## src/rtl/gradient_engine.sv

```systemverilog
// Image gradient unit: fetches L/R/U/D neighbours per pixel from a source BRAM
// and emits x/y gradients in one valid/ready beat, raster order.
module gradient_engine #(
  parameter int WIDTH        = 64,
  parameter int HEIGHT       = 64,
  parameter int BIT_DEPTH    = 8,
  parameter int READ_LATENCY = 2,
  localparam int AW = $clog2(WIDTH*HEIGHT),
  localparam int GW = BIT_DEPTH + 1
) (
  input  logic                 clk_in,
  input  logic                 rst_in,
  input  logic                 start_in,
  input  logic                 abort_in,
  input  logic [1:0]           mode_in,
  output logic [AW-1:0]        ext_read_addr,
  output logic                 ext_read_valid,
  input  logic [BIT_DEPTH-1:0] ext_pixel_in,
  output logic [AW-1:0]        out_addr,
  output logic [GW-1:0]        out_gx,
  output logic [GW-1:0]        out_gy,
  output logic                 out_valid,
  input  logic                 out_ready,
  output logic                 busy_out,
  output logic                 done_out
);

  localparam int XW = $clog2(WIDTH);
  localparam int YW = $clog2(HEIGHT);

  typedef enum logic [2:0] {
    S_IDLE,
    S_ISSUE,
    S_WAIT,
    S_WRITE,
    S_DONE
  } state_t;

  state_t                r_state;
  logic [1:0]            r_mode;
  logic [XW-1:0]         r_cx;
  logic [YW-1:0]         r_cy;
  logic                  r_rd_valid;
  logic [1:0]            r_rd_idx;
  logic [AW-1:0]         r_rd_addr;
  logic                  r_out_valid;
  logic [AW-1:0]         r_out_addr;
  logic [GW-1:0]         r_gx;
  logic [GW-1:0]         r_gy;
  logic                  r_busy;
  logic                  r_done;
  logic                  r_pv [READ_LATENCY];
  logic [1:0]            r_pk [READ_LATENCY];
  logic [BIT_DEPTH-1:0]  r_l;
  logic [BIT_DEPTH-1:0]  r_r;
  logic [BIT_DEPTH-1:0]  r_u;

  logic                  w_cap;
  logic [1:0]            w_ck;
  logic                  w_fwd;
  logic                  w_half;
  logic                  w_last_x;
  logic                  w_last;
  logic [XW-1:0]         w_nx;
  logic [YW-1:0]         w_ny;
  logic [GW:0]           w_dx;
  logic [GW:0]           w_dy;
  logic [GW-1:0]         w_gx;
  logic [GW-1:0]         w_gy;
  logic [AW-1:0]         w_caddr;

  // Neighbour k (0=L,1=R,2=U,3=D) with border clamping.
  function automatic logic [AW-1:0] f_addr(
    input logic [XW-1:0] x,
    input logic [YW-1:0] y,
    input logic [1:0]    k,
    input logic          fwd
  );
    int ax;
    int ay;
    ax = int'(x);
    ay = int'(y);
    case (k)
      2'd0:    if (!fwd && ax > 0) ax = ax - 1;
      2'd1:    if (ax < WIDTH - 1) ax = ax + 1;
      2'd2:    if (!fwd && ay > 0) ay = ay - 1;
      default: if (ay < HEIGHT - 1) ay = ay + 1;
    endcase
    return AW'(ay * WIDTH + ax);
  endfunction

  assign w_cap    = r_pv[READ_LATENCY-1];
  assign w_ck     = r_pk[READ_LATENCY-1];
  assign w_fwd    = (r_mode == 2'd2);
  assign w_half   = (r_mode[0] == r_mode[1]);
  assign w_last_x = (r_cx == XW'(WIDTH - 1));
  assign w_last   = w_last_x && (r_cy == YW'(HEIGHT - 1));
  assign w_nx     = w_last_x ? '0 : r_cx + XW'(1);
  assign w_ny     = w_last_x ? r_cy + YW'(1) : r_cy;
  assign w_caddr  = AW'(int'(r_cy) * WIDTH + int'(r_cx));

  // D is used straight off the bus in the cycle it returns.
  assign w_dx = {2'b00, r_r} - {2'b00, r_l};
  assign w_dy = {2'b00, ext_pixel_in} - {2'b00, r_u};
  assign w_gx = w_half ? w_dx[GW:1] : w_dx[GW-1:0];
  assign w_gy = w_half ? w_dy[GW:1] : w_dy[GW-1:0];

  always_ff @(posedge clk_in or posedge rst_in) begin
    if (rst_in) begin
      for (int i = 0; i < READ_LATENCY; i++) begin
        r_pv[i] <= 1'b0;
        r_pk[i] <= 2'd0;
      end
    end else if (abort_in) begin
      for (int i = 0; i < READ_LATENCY; i++) begin
        r_pv[i] <= 1'b0;
      end
    end else begin
      r_pv[0] <= r_rd_valid;
      r_pk[0] <= r_rd_idx;
      for (int i = 1; i < READ_LATENCY; i++) begin
        r_pv[i] <= r_pv[i-1];
        r_pk[i] <= r_pk[i-1];
      end
    end
  end

  always_ff @(posedge clk_in or posedge rst_in) begin
    if (rst_in) begin
      r_l <= '0;
      r_r <= '0;
      r_u <= '0;
    end else if (w_cap) begin
      case (w_ck)
        2'd0:    r_l <= ext_pixel_in;
        2'd1:    r_r <= ext_pixel_in;
        2'd2:    r_u <= ext_pixel_in;
        default: ;
      endcase
    end
  end

  always_ff @(posedge clk_in or posedge rst_in) begin
    if (rst_in) begin
      r_state     <= S_IDLE;
      r_mode      <= 2'd0;
      r_cx        <= '0;
      r_cy        <= '0;
      r_rd_valid  <= 1'b0;
      r_rd_idx    <= 2'd0;
      r_rd_addr   <= '0;
      r_out_valid <= 1'b0;
      r_out_addr  <= '0;
      r_gx        <= '0;
      r_gy        <= '0;
      r_busy      <= 1'b0;
      r_done      <= 1'b0;
    end else begin
      r_done <= 1'b0;
      if (abort_in && r_state != S_IDLE) begin
        r_state     <= S_IDLE;
        r_rd_valid  <= 1'b0;
        r_out_valid <= 1'b0;
        r_busy      <= 1'b0;
      end else begin
        case (r_state)
          S_IDLE: begin
            if (start_in && !abort_in) begin
              r_mode     <= mode_in;
              r_cx       <= '0;
              r_cy       <= '0;
              r_busy     <= 1'b1;
              r_state    <= S_ISSUE;
              r_rd_valid <= 1'b1;
              r_rd_idx   <= 2'd0;
              r_rd_addr  <= f_addr('0, '0, 2'd0, mode_in == 2'd2);
            end
          end
          S_ISSUE: begin
            if (r_rd_idx == 2'd3) begin
              r_rd_valid <= 1'b0;
              r_state    <= S_WAIT;
            end else begin
              r_rd_idx  <= r_rd_idx + 2'd1;
              r_rd_addr <= f_addr(r_cx, r_cy, r_rd_idx + 2'd1, w_fwd);
            end
          end
          S_WAIT: begin
            if (w_cap && w_ck == 2'd3) begin
              r_out_valid <= 1'b1;
              r_out_addr  <= w_caddr;
              r_gx        <= w_gx;
              r_gy        <= w_gy;
              r_state     <= S_WRITE;
            end
          end
          S_WRITE: begin
            if (out_ready) begin
              r_out_valid <= 1'b0;
              if (w_last) begin
                r_state <= S_DONE;
                r_done  <= 1'b1;
                r_busy  <= 1'b0;
              end else begin
                r_cx       <= w_nx;
                r_cy       <= w_ny;
                r_state    <= S_ISSUE;
                r_rd_valid <= 1'b1;
                r_rd_idx   <= 2'd0;
                r_rd_addr  <= f_addr(w_nx, w_ny, 2'd0, w_fwd);
              end
            end
          end
          S_DONE:  r_state <= S_IDLE;
          default: r_state <= S_IDLE;
        endcase
      end
    end
  end

  assign ext_read_addr  = r_rd_addr;
  assign ext_read_valid = r_rd_valid;
  assign out_addr       = r_out_addr;
  assign out_gx         = r_gx;
  assign out_gy         = r_gy;
  assign out_valid      = r_out_valid;
  assign busy_out       = r_busy;
  assign done_out       = r_done;

endmodule

```

## config.mk

```make
export PLATFORM = sky130hd
export DESIGN_NAME = gradient_engine
export DESIGN_NICKNAME = d
export VERILOG_FILES = /design/src/rtl/gradient_engine.sv
export SDC_FILE = /design/constraint.sdc
export NUM_CORES = 1
export LEC_CHECK = 0
export ABC_AREA = 0
export CORE_MARGIN = 8
export CORE_UTILIZATION = 45
export CTS_CLUSTER_SIZE = 12
export DETAILED_ROUTE_END_ITERATION = 8
export PLACE_DENSITY_LB_ADDON = 0.15
export REMOVE_ABC_BUFFERS = 1
export SYNTH_ARGS = -nofsm -noshare
export SYNTH_HDL_FRONTEND = slang
export SYNTH_SLANG_ARGS = --single-unit
```

## constraint.sdc

```tcl
create_clock -name clk_in -period 5.6 [get_ports clk_in]
set_input_delay 0.84 -clock clk_in [delete_from_list [all_inputs] [get_ports clk_in]]
set_output_delay 0.84 -clock clk_in [all_outputs]
set_load 0.1 [all_outputs]
```

==> summary.md, run 1 <==
| Metric | Value |
|---|---|
| Num rows | 42 |
| Routed Antenna Nets | 0 |
| Die width | 133 um |
| Synthesis warning total | 0 |
| Post-synth EDFFs | 0 |
| Final Skew | 0.00928 ns |
| Total grt overflow | 0 |
| Worst Hold Path EP | out_gx[0] |
| First-pass GRT wire length | around 27000 um |
| R2R depth | 13 |
| Fin area | 0.00716 mm2 |
| Largest family of logic cells by synthesized area | compound AO/OA/AOI/OAI gates |
| HP Start | out_gx[0] |
| TritonRoute pass-1 iters | 7 |
| Mapped Cells | 702 |
| Logic pwr share | 0.547 |
| Simple-gate portion of the synthesized area | 0.174 |
| Startpoint types | flop |
| Sequential cell area fraction in the yosys report | 0.385 |
| Clock buffer depth | 2 |
| Antenna cell count | 0 |
| Worst-path clk slew | approximately 0.07 ns |
| H-tree depth | 3 |
| CTS Buf Count | 9 |
| Placed Instances | slightly above 900 |
| Count of final setup violators | 0 |
| Worst Hold Depth | 2 |
| Ratio of cells with drive above 1 in the final layout | 0.0776 |
| TritonCTS clock tree | built |
| Tot GR Track Use | 0.186 |
| Status | finished clean |
| Leak | 3.20 nW |
| Critical Path End Type | flop |
| Hpwl dp | between 10000 and 15000 um |
| Overall Power | between 3 and 4 mW |
| Synthesis-to-finish area growth | 16.0% |
| Initial core utilization | 0.464 |
| Hold WC Path Type | flop to flop |
| Critical path peak fanout | 13 |
| DR WL/cell | 17.2 um |
| DRT iter0 DRCs | 403 |
| Height of the chip | 133 um |
| Switching share of total power | 0.460 |
| Peak VDD IR | 191 uV |
| Post-synthesis mux area share | 0.0568 |
| Via count | about 5200 |
| Max transition margin | 0.313 |
| # nets final | 798 |
| Cts-stage hold buffer count | 0 |
| Area contributors post-synth | dfrtp_1, ha_1, nand2_1 |
| Vias in the first global route | 5240 |
| Vias per std cell | around 5.6 |
| Remaining DRCs | 0 |
| Worst slew pin tran | about 1.0 ns |
| Setup slack, reg-to-reg | 1.98 ns |
| Seq pwr share | 0.278 |
| Post-synth top area share | 0.385 |
| Power density over the cells | 488 mW/mm2 |
| Placer Congestion | 0.930 |
| Clock Tree Root | clkbuf_16 |
| Int Pwr | 1.89 mW |
| Critical path arrival | ~3.9 ns |
| Fin. Hold Viols | 0 |
| IO Pins | 61 |
| Reg2reg start | r_cx[0] |
| Synth Cell Area | 0.00617 mm2 |
| XOR/XNOR share of the synthesized area | 0.0391 |
| Synthesized area per cell | 8.79 um2 |
| Ys async rst share | 1.00 |
| Skew-Pair Late Insertion Delay | 0.35 ns |
| Synth Area in Compound Gates | 0.202 |
| Max-cap violations | 0 |
| Setup tns final | 0 ns |
| Largest net degree at the start of global routing | 61 |
| Number of distinct library cells after synthesis | 70 |
| I/O Buffers | 60 |
| Initial antenna violation count | 0 |
| Primary FF master, synth | dfrtp_1 |
| Period utilization | 0.647 |
| Yosys top cell by area | dfrtp_1 |
| Crit Path Class | flop to flop |
| Clk network pwr share | 0.175 |
| Post-route minimum period | 3.62 ns |
| RSZ-0062 raised after global routing | no |
| Setup Buffers After CTS | 0 |
| NetSw | 1.61 mW |
| CTS resizes | 0 |
| Slew Limit Fails | 0 |
| Die area | 0.0177 mm2 |
| Fmax | approximately 0.28 GHz |
| CTS Sinks | 95 |
| CP Data Required Time | 5.83 ns |
| Placed Area | 0.00687 mm2 |
| Post-Synth Adder-Cell Area | 0.0880 |
| Filler Cells Inserted | 1258 |
| Seq cells post-synth | between 90 and 100 |
| Routed WL | 15800 um |
| RR Endpoint | ext_read_addr[11] |
| Final Non-Filler Cells | 923 |
| Core footprint | 0.0133 mm2 |
[registers in the layout (all words and copies together), names as in the netlist, 6 cells and up]
register and cells:
r_cx 6, out_gx 9, r_cy 6, r_u 8, r_l 8, out_addr 12, ext_read_addr 12, r_r 8
out_gy 9
[kinds of logic (layout without fill, tap and decap cells)]
family / Yosys count / in the layout
AO/OA/AOI/OAI: 194 / 194
XOR/XNOR: 26 / 26
adder cells (fa/ha/maj): 41 / 41
buffers and inverters: 82 / 123
flip-flops: 95 / 95
multiplexers: 32 / 32
other: 2 / 6
AND/OR/NAND/NOR: 230 / 230
[cell usage after synthesis, types with 4 or more instances]
master and n:
a21boi_0 5, a21o_1 7, a21oi_1 46, a22o_1 7
a22oi_1 5, a31oi_1 8, and3_1 7, buf_2 9
buf_4 4, clkbuf_1 23, dfrtp_1 95, fa_1 4
ha_1 37, inv_1 43, mux2_2 23, mux2i_1 8
nand2_1 96, nand2b_1 7, nand3_1 14, nand4_1 7
nor2_1 47, nor2b_1 9, nor3_1 16, o21ai_0 64
o31ai_1 12, or3_1 6, xnor2_1 17, xor2_1 8
[worst max path at each step]
stage | startpoint | to | slack [ns]
2_1_floorplan | rst_in | busy_out | 2.28
6_report | r_cx[0] | ext_read_addr[11] | 1.98
4_1_cts | r_cx[0] | ext_read_addr[11] | 1.99
5_1_grt | r_cx[0] | ext_read_addr[11] | 1.70
3_5_place_dp | r_cx[0] | ext_read_addr[11] | 2.01
3_3_place_gp | abort_in | out_gy[7] | 2.04
[power by group through the flow]
stage / registers (mW) / clock network [mW] / logic [mW]
final: 0.970 / 0.611 / 1.91
after global routing: 0.992 / 0.651 / 2.11
after CTS: 0.970 / 0.620 / 1.91
after detailed placement: 0.981 / 0 / 1.90
after global placement: 0.975 / 0 / 1.87
after floorplan: 1.24 / 0 / 1.19
[worst max-delay path, stage by stage (launching register included)]
cell,delay (ns)
dfrtp_1,0.59
inv_1,0.22
ha_1,0.29
nor2_1,0.11
nand2_1,0.06
nor3_1,0.79
ha_1,0.38
a21o_1,0.15
a21oi_1,0.23
o21bai_1,0.09
a21oi_1,0.19
xnor3_1,0.24
nand2_1,0.08
a21oi_1,0.07
[cells in the final DEF (no fill, tap or decap), types with 4 or more instances in the layout]
cell             count
conb_1               6
ha_1                37
a31oi_1              8
clkbuf_16            9
fa_1                 4
a22o_1               7
a21o_1               7
mux2_2              23
nor3_1              16
nor2b_1              9
nand4_1              7
o21ai_0             64
and3_1               7
o31ai_1             12
a22oi_1              5
nand2_1             96
nand2b_1             7
a21oi_1             46
inv_1               42
xor2_1               8
xnor2_1             17
dfrtp_1             95
nand3_1             13
mux2i_1              8
nor2_1              47
clkdlybuf4s50_1     60
a21boi_0             5
or3_1                6
[metal layers]
layer / routed length (um) / vias to the layer above / GRT usage
met5: 0 / - / 0
met4: 278 / 0 / 0.0686
met3: 705 / 23 / 0.0335
met2: 7850 / 130 / 0.319
met1: 7000 / 2480 / 0.227
li1: - / 2548 / -
[layout make-up]
class / count / area (um2) / share of cell area
Timing Repair Buffer: 63 / 623 / 0.0870
Clock inverter: 5 / 40.0 / 0.00559
Tap cell: 176 / 220 / 0.0308
Sequential cell: 95 / 2380 / 0.332
Multi-Input combinational cell: 529 / 3480 / 0.486
Inverter: 44 / 168 / 0.0234
Clock buffer: 11 / 253 / 0.0353
[stage by stage]
step	hold WS (ns)	util	setup WS, ns
2_1_floorplan	0.439	-	2.28
3_3_place_gp	0.463	0.517	2.04
3_5_place_dp	0.470	0.517	2.01
4_1_cts	0.486	0.539	1.99
5_1_grt	0.510	0.539	1.70
6_report	0.480	0.539	1.98
Power figures use the tool's default switching activity.
==> run 2, diff against run 1 <==
Clock period 5.6 ns to 3.7 ns, I/O delays scaled along.
==> run 2 against run 1 <==
Critical path type unchanged. Via count increased by 1.6%. Die area unchanged. Fmax increased by 8.9%. Clock skew decreased by 0.0015 ns. Sequential power increased by 54%.
==> summary.md, run 2 (synthesis results as in run 1) <==
| Metric | Value |
|---|---|
| Vias in the first global route | 5285 |
| Routed Antenna Nets | 0 |
| Status | finished clean |
| Vias per std cell | 5.63 |
| Fin. Hold Viols | 0 |
| Fin area | 0.00726 mm2 |
| Critical Path End Type | flop |
| Overall Power | ~5.4 mW |
| Startpoint types | flop |
| Leak | 3.27 nW |
| Setup Buffers After CTS | 0 |
| Reg2reg start | r_cy[0] |
| TritonRoute pass-1 iters | 5 |
| Met2 Track Usage GR | 0.310 |
| Remaining DRCs | 0 |
| Peak VDD IR | 319 uV |
| Final Skew | between 0.007 and 0.008 ns |
| Routed WL | 15900 um |
| Power density over the cells | ~740 mW/mm2 |
| CTS resizes | 0 |
| Met1 global-route usage | 0.229 |
| First-pass GRT wire length | 26800 um |
| Setup tns final | 0 ns |
| Crit Path Class | flop to flop |
| Num rows | 42 |
| CTS Sinks | 95 |
| HP Start | out_addr[3] |
| Cts-stage hold buffer count | 0 |
| Die area | 0.0177 mm2 |
| Most frequent cells in the layout | nand2_1, dfrtp_1, o21ai_0, clkdlybuf4s50_1, nor2_1 |
| Placed Area | about 0.0070 mm2 |
| Worst slew pin tran | ~1 ns |
| Critical path arrival | between 3 and 4 ns |
| Clock Tree Root | clkbuf_16 |
| # nets final | 810 |
| Post-route minimum period | around 3.3 ns |
| Initial antenna violation count | 0 |
| Filler Cells Inserted | 1176 |
| I/O Buffers | 60 |
| RSZ-0062 raised after global routing | no |
| CP Data Required Time | 3.94 ns |
| Crit. Startpoint | r_cy[0] |
| Placer Congestion | 0.929 |
| Total grt overflow | 0 |
| Height of the chip | roughly 130 um |
| Placed Instances | 919 |
| Max transition margin | 0.336 |
| Core footprint | 0.0133 mm2 |
| H-tree depth | 3 |
| Hold WC Path Type | flop to flop |
| CTS Buf Count | 9 |
| Ratio of cells with drive above 1 in the final layout | 0.0909 |
| Die width | roughly 130 um |
| Initial core utilization | 0.464 |
| DR WL/cell | about 17 um |
| Via count | 5265 |
| Tot GR Track Use | 0.185 |
| Synthesis-to-finish area growth | 17.7% |
| Gr busiest metal | met2 |
| IO Pins | 61 |
| Hpwl dp | 11600 um |
| Count of final setup violators | 0 |
| Largest net degree at the start of global routing | 54 |
| Worst-path clk slew | 0.07 ns |
| Max-cap violations | 0 |
| Clock buffer depth | 2 |
| Fmax | 0.300 GHz |
| Final Non-Filler Cells | 935 |
| WHS | 0.475 ns |
| DRT iter0 DRCs | 344 |
| Most common cell after layout, fill and taps aside | nand2_1 |
| Antenna cell count | 0 |
| Critical path peak fanout | 7 |
| TritonCTS clock tree | built |
| Met3 usage | 0.0436 |
| Period utilization | 0.900 |
| Slew Limit Fails | 0 |
| Skew-Pair Late Insertion Delay | 0.35 ns |
-- run 2: cell count changes in the layout (fill, tap and decap cells not counted) --
| cell | previous run | this run |
|---|---|---|
| bufinv_16 | 0 | 1 |
| clkbuf_8 | 2 | 1 |
| inv_6 | 1 | 2 |
| buf_4 | 3 | 15 |
| clkbuf_1 | 0 | 1 |
| clkinvlp_4 | 3 | 1 |
-- run 2: area by class of cell --
| cell class | instances | area [um2] | area share |
|---|---|---|---|
| tap | 176 | 220 | 0.0303 |
| sequential | 95 | 2380 | 0.327 |
| inverter | 44 | 168 | 0.0231 |
| timing repair buffer | 75 | 713 | 0.0982 |
| clock inverter | 5 | 63.8 | 0.00878 |
| clock buffer | 11 | 243 | 0.0334 |
| multi-input combinational | 529 | 3480 | 0.479 |
-- run 2: per-layer routing --
layer	wire length (um)	up-vias
met5	0	-
met4	303	0
met3	754	29
met2	7820	127
met1	7000	2539
li1	-	2570
-- run 2: critical path, stage by stage, from the launching register on --
cell and delay (ns):
dfrtp_1 0.45, inv_1 0.17, ha_1 0.25, a31o_2 0.24, nor3b_1 0.43, mux2i_1 0.14, o31ai_1 0.15, ha_1 0.33
a21o_1 0.17, a21oi_1 0.22, o21bai_1 0.10, a21oi_1 0.18, xnor3_1 0.24, nand2_1 0.08, a21oi_1 0.08
-- run 2: path summary, 6_finish.rpt --
| check | end | slack (ns) | cells after the start |
|---|---|---|---|
| worst max-delay path | ext_read_addr[11] | 0.37 | 14 |
| worst min-delay path | out_addr[3] | 0.48 | 2 |
| worst max register to register | ext_read_addr[11] | 0.37 | 14 |
| worst min register to register | out_addr[3] | 0.48 | 2 |
| max in group asynchronous | r_u[0] | 2.28 | 3 |
| min in group asynchronous | w_cap | 0.65 | 2 |
-- run 2: metrics by stage --
stage	utilization	setup slack, ns
after floorplan	-	0.668
after global routing	0.546	0.169
final	0.546	0.372
after detailed placement	0.523	0.457
after global placement	0.523	0.616
after CTS	0.546	0.418
-- run 2: power by group --
group	internal (mW)	switching (mW)
sequential	1.28	0.201
combinational	1.10	1.80
clock	0.549	0.425
total	2.93	2.43
==> run 3, diff against run 2 <==
Settings changed: CORE_MARGIN 8 to default.
==> run 3 against run 2 <==
Register-to-register slack better by 0.02 ns. Total power is 1.4% lower. Worst hold slack better by 0.0034 ns. Flip-flop and latch count stayed put. Clock-buffer cell count is 1 lower. Sequential power hardly changed. Combinational power hardly changed. Critical path depth stayed put. First-iteration DRC count is 1.2% higher.
==> summary.md, run 3 (synthesis results as in run 1) <==
| Metric | Value |
|---|---|
| Overall Power | between 5 and 6 mW |
| Die area | 0.0142 mm2 |
| Critical path peak fanout | 7 |
| Period utilization | 0.894 |
| Status | finished clean |
| Initial core utilization | 0.464 |
| Num rows | 42 |
| Logic pwr share | 0.548 |
| Vias in the first global route | 5276 |
| DR WL/cell | about 17 um |
| Die width | around 120 um |
| Final Skew | 0.00812 ns |
| # nets final | 809 |
| Vias per std cell | 5.65 |
| IO Pins | 61 |
| Via count | 5279 |
| RSZ-0062 raised after global routing | no |
| Critical Path End Type | flop |
| I/O Buffers | 60 |
| Startpoint types | flop |
| Switching share of total power | 0.458 |
| Seq pwr share | 0.281 |
| Power density over the cells | 729 mW/mm2 |
| CP Data Required Time | 3.94 ns |
| Largest net degree at the start of global routing | 56 |
| Placer Congestion | between 0.9 and 1 |
| Setup slack, reg-to-reg | 0.39 ns |
| First-pass GRT wire length | 26200 um |
| Routed WL | between 15000 and 20000 um |
| Skew-Pair Late Insertion Delay | 0.36 ns |
| RR Endpoint | ext_read_addr[11] |
| Hpwl dp | 11300 um |
| Hold WC Path Type | flop to flop |
| Reg2reg start | r_cy[0] |
| Tot GR Track Use | 0.234 |
| Max transition margin | 0.349 |
| R2R depth | 14 |
| CTS resizes | 0 |
| NetSw | 2.42 mW |
| Int Pwr | 2.86 mW |
| Worst Hold Path EP | out_gx[2] |
| Post-route minimum period | 3.31 ns |
| Remaining DRCs | 0 |
| DRT iter0 DRCs | 348 |
| Cts-stage hold buffer count | 0 |
| TritonRoute pass-1 iters | 4 |
| TritonCTS clock tree | built |
| Worst-path clk slew | around 0.070 ns |
| Setup tns final | 0 ns |
| Height of the chip | 119 um |
| Synthesis-to-finish area growth | 17.4% |
| Initial antenna violation count | 0 |
| Crit Path Class | flop to flop |
| Antenna cell count | 0 |
| Count of final setup violators | 0 |
| H-tree depth | 3 |
| Routed Antenna Nets | 0 |
| Peak VDD IR | roughly 300 uV |
| Filler Cells Inserted | 1185 |
| Clock buffer depth | 2 |
| Core footprint | 0.0133 mm2 |
| Most frequent cells in the layout | nand2_1, dfrtp_1, o21ai_0, clkdlybuf4s50_1, nor2_1 |
| Fmax | 0.302 GHz |
| Fin. Hold Viols | 0 |
| Worst slew pin tran | 0.973 ns |
| Setup Buffers After CTS | 0 |
| Worst Hold Depth | 2 |
| Total grt overflow | 0 |
| CTS Sinks | 95 |
| Clock Tree Root | clkbuf_16 |
| Slew Limit Fails | 0 |
| HP Start | out_gx[2] |
| Leak | about 3.3 nW |
| Max-cap violations | 0 |
| Critical path arrival | 3.55 ns |
| Ratio of cells with drive above 1 in the final layout | 0.0910 |
| Most common cell after layout, fill and taps aside | nand2_1 |
| Clk network pwr share | 0.172 |
| CTS Buf Count | 9 |
[run 3: worst max-delay path: stages, from the launching register on]
cell	delay, ns
dfrtp_1	0.45
inv_1	0.17
ha_1	0.25
a31o_2	0.24
nor3b_1	0.44
mux2i_1	0.14
o31ai_1	0.15
ha_1	0.32
a21o_1	0.16
a21oi_1	0.22
o21bai_1	0.10
a21oi_1	0.18
xnor3_1	0.24
nand2_1	0.07
a21oi_1	0.06
[run 3: cell type report]
cell class	instances	area (um2)	share of cell area
flip-flops and latches	95	2380	0.328
repair buffers	74	718	0.0991
clock inverters	6	42.5	0.00587
inverters	44	168	0.0231
clock buffers	10	239	0.0330
multi-input cells	529	3480	0.480
well taps	176	220	0.0304
[run 3: worst max path at each step]
stage	startpoint	end	depth (start not counted)
after floorplan	rst_in	busy_out	1
after global placement	r_cy[0]	ext_read_addr[11]	14
after detailed placement	r_cy[0]	ext_read_addr[11]	14
after CTS	r_cy[0]	ext_read_addr[11]	14
after global routing	r_cy[0]	ext_read_addr[11]	14
final	r_cy[0]	ext_read_addr[11]	14
[run 3: layer usage]
metal / wire, um / track usage / share of wire
met2: 7470 / 0.388 / 0.48
met3: 632 / 0.0340 / 0.041
met5: 0 / 0 / 0
met1: 7030 / 0.305 / 0.45
met4: 366 / 0.0926 / 0.024
[run 3: stage by stage]
step | setup slack, ns | util | instance area, um2 | cells | hold WS [ns]
2_1_floorplan | 0.668 | - | 6020 | 668 | 0.439
3_3_place_gp | 0.621 | 0.524 | 6960 | 918 | 0.459
3_5_place_dp | 0.461 | 0.524 | 6960 | 918 | 0.471
4_1_cts | 0.425 | 0.545 | 7240 | 934 | 0.487
5_1_grt | 0.159 | 0.545 | 7240 | 934 | 0.501
6_report | 0.394 | 0.545 | 7240 | 934 | 0.479
[run 3: power by group through the flow]
stage	Combinational (mW)	Sequential (mW)	Clock [mW]
final	2.89	1.48	0.907
after global routing	3.20	1.52	0.963
after CTS	2.90	1.48	0.926
after detailed placement	2.88	1.50	0
after global placement	2.84	1.49	0
after floorplan	1.80	1.87	0
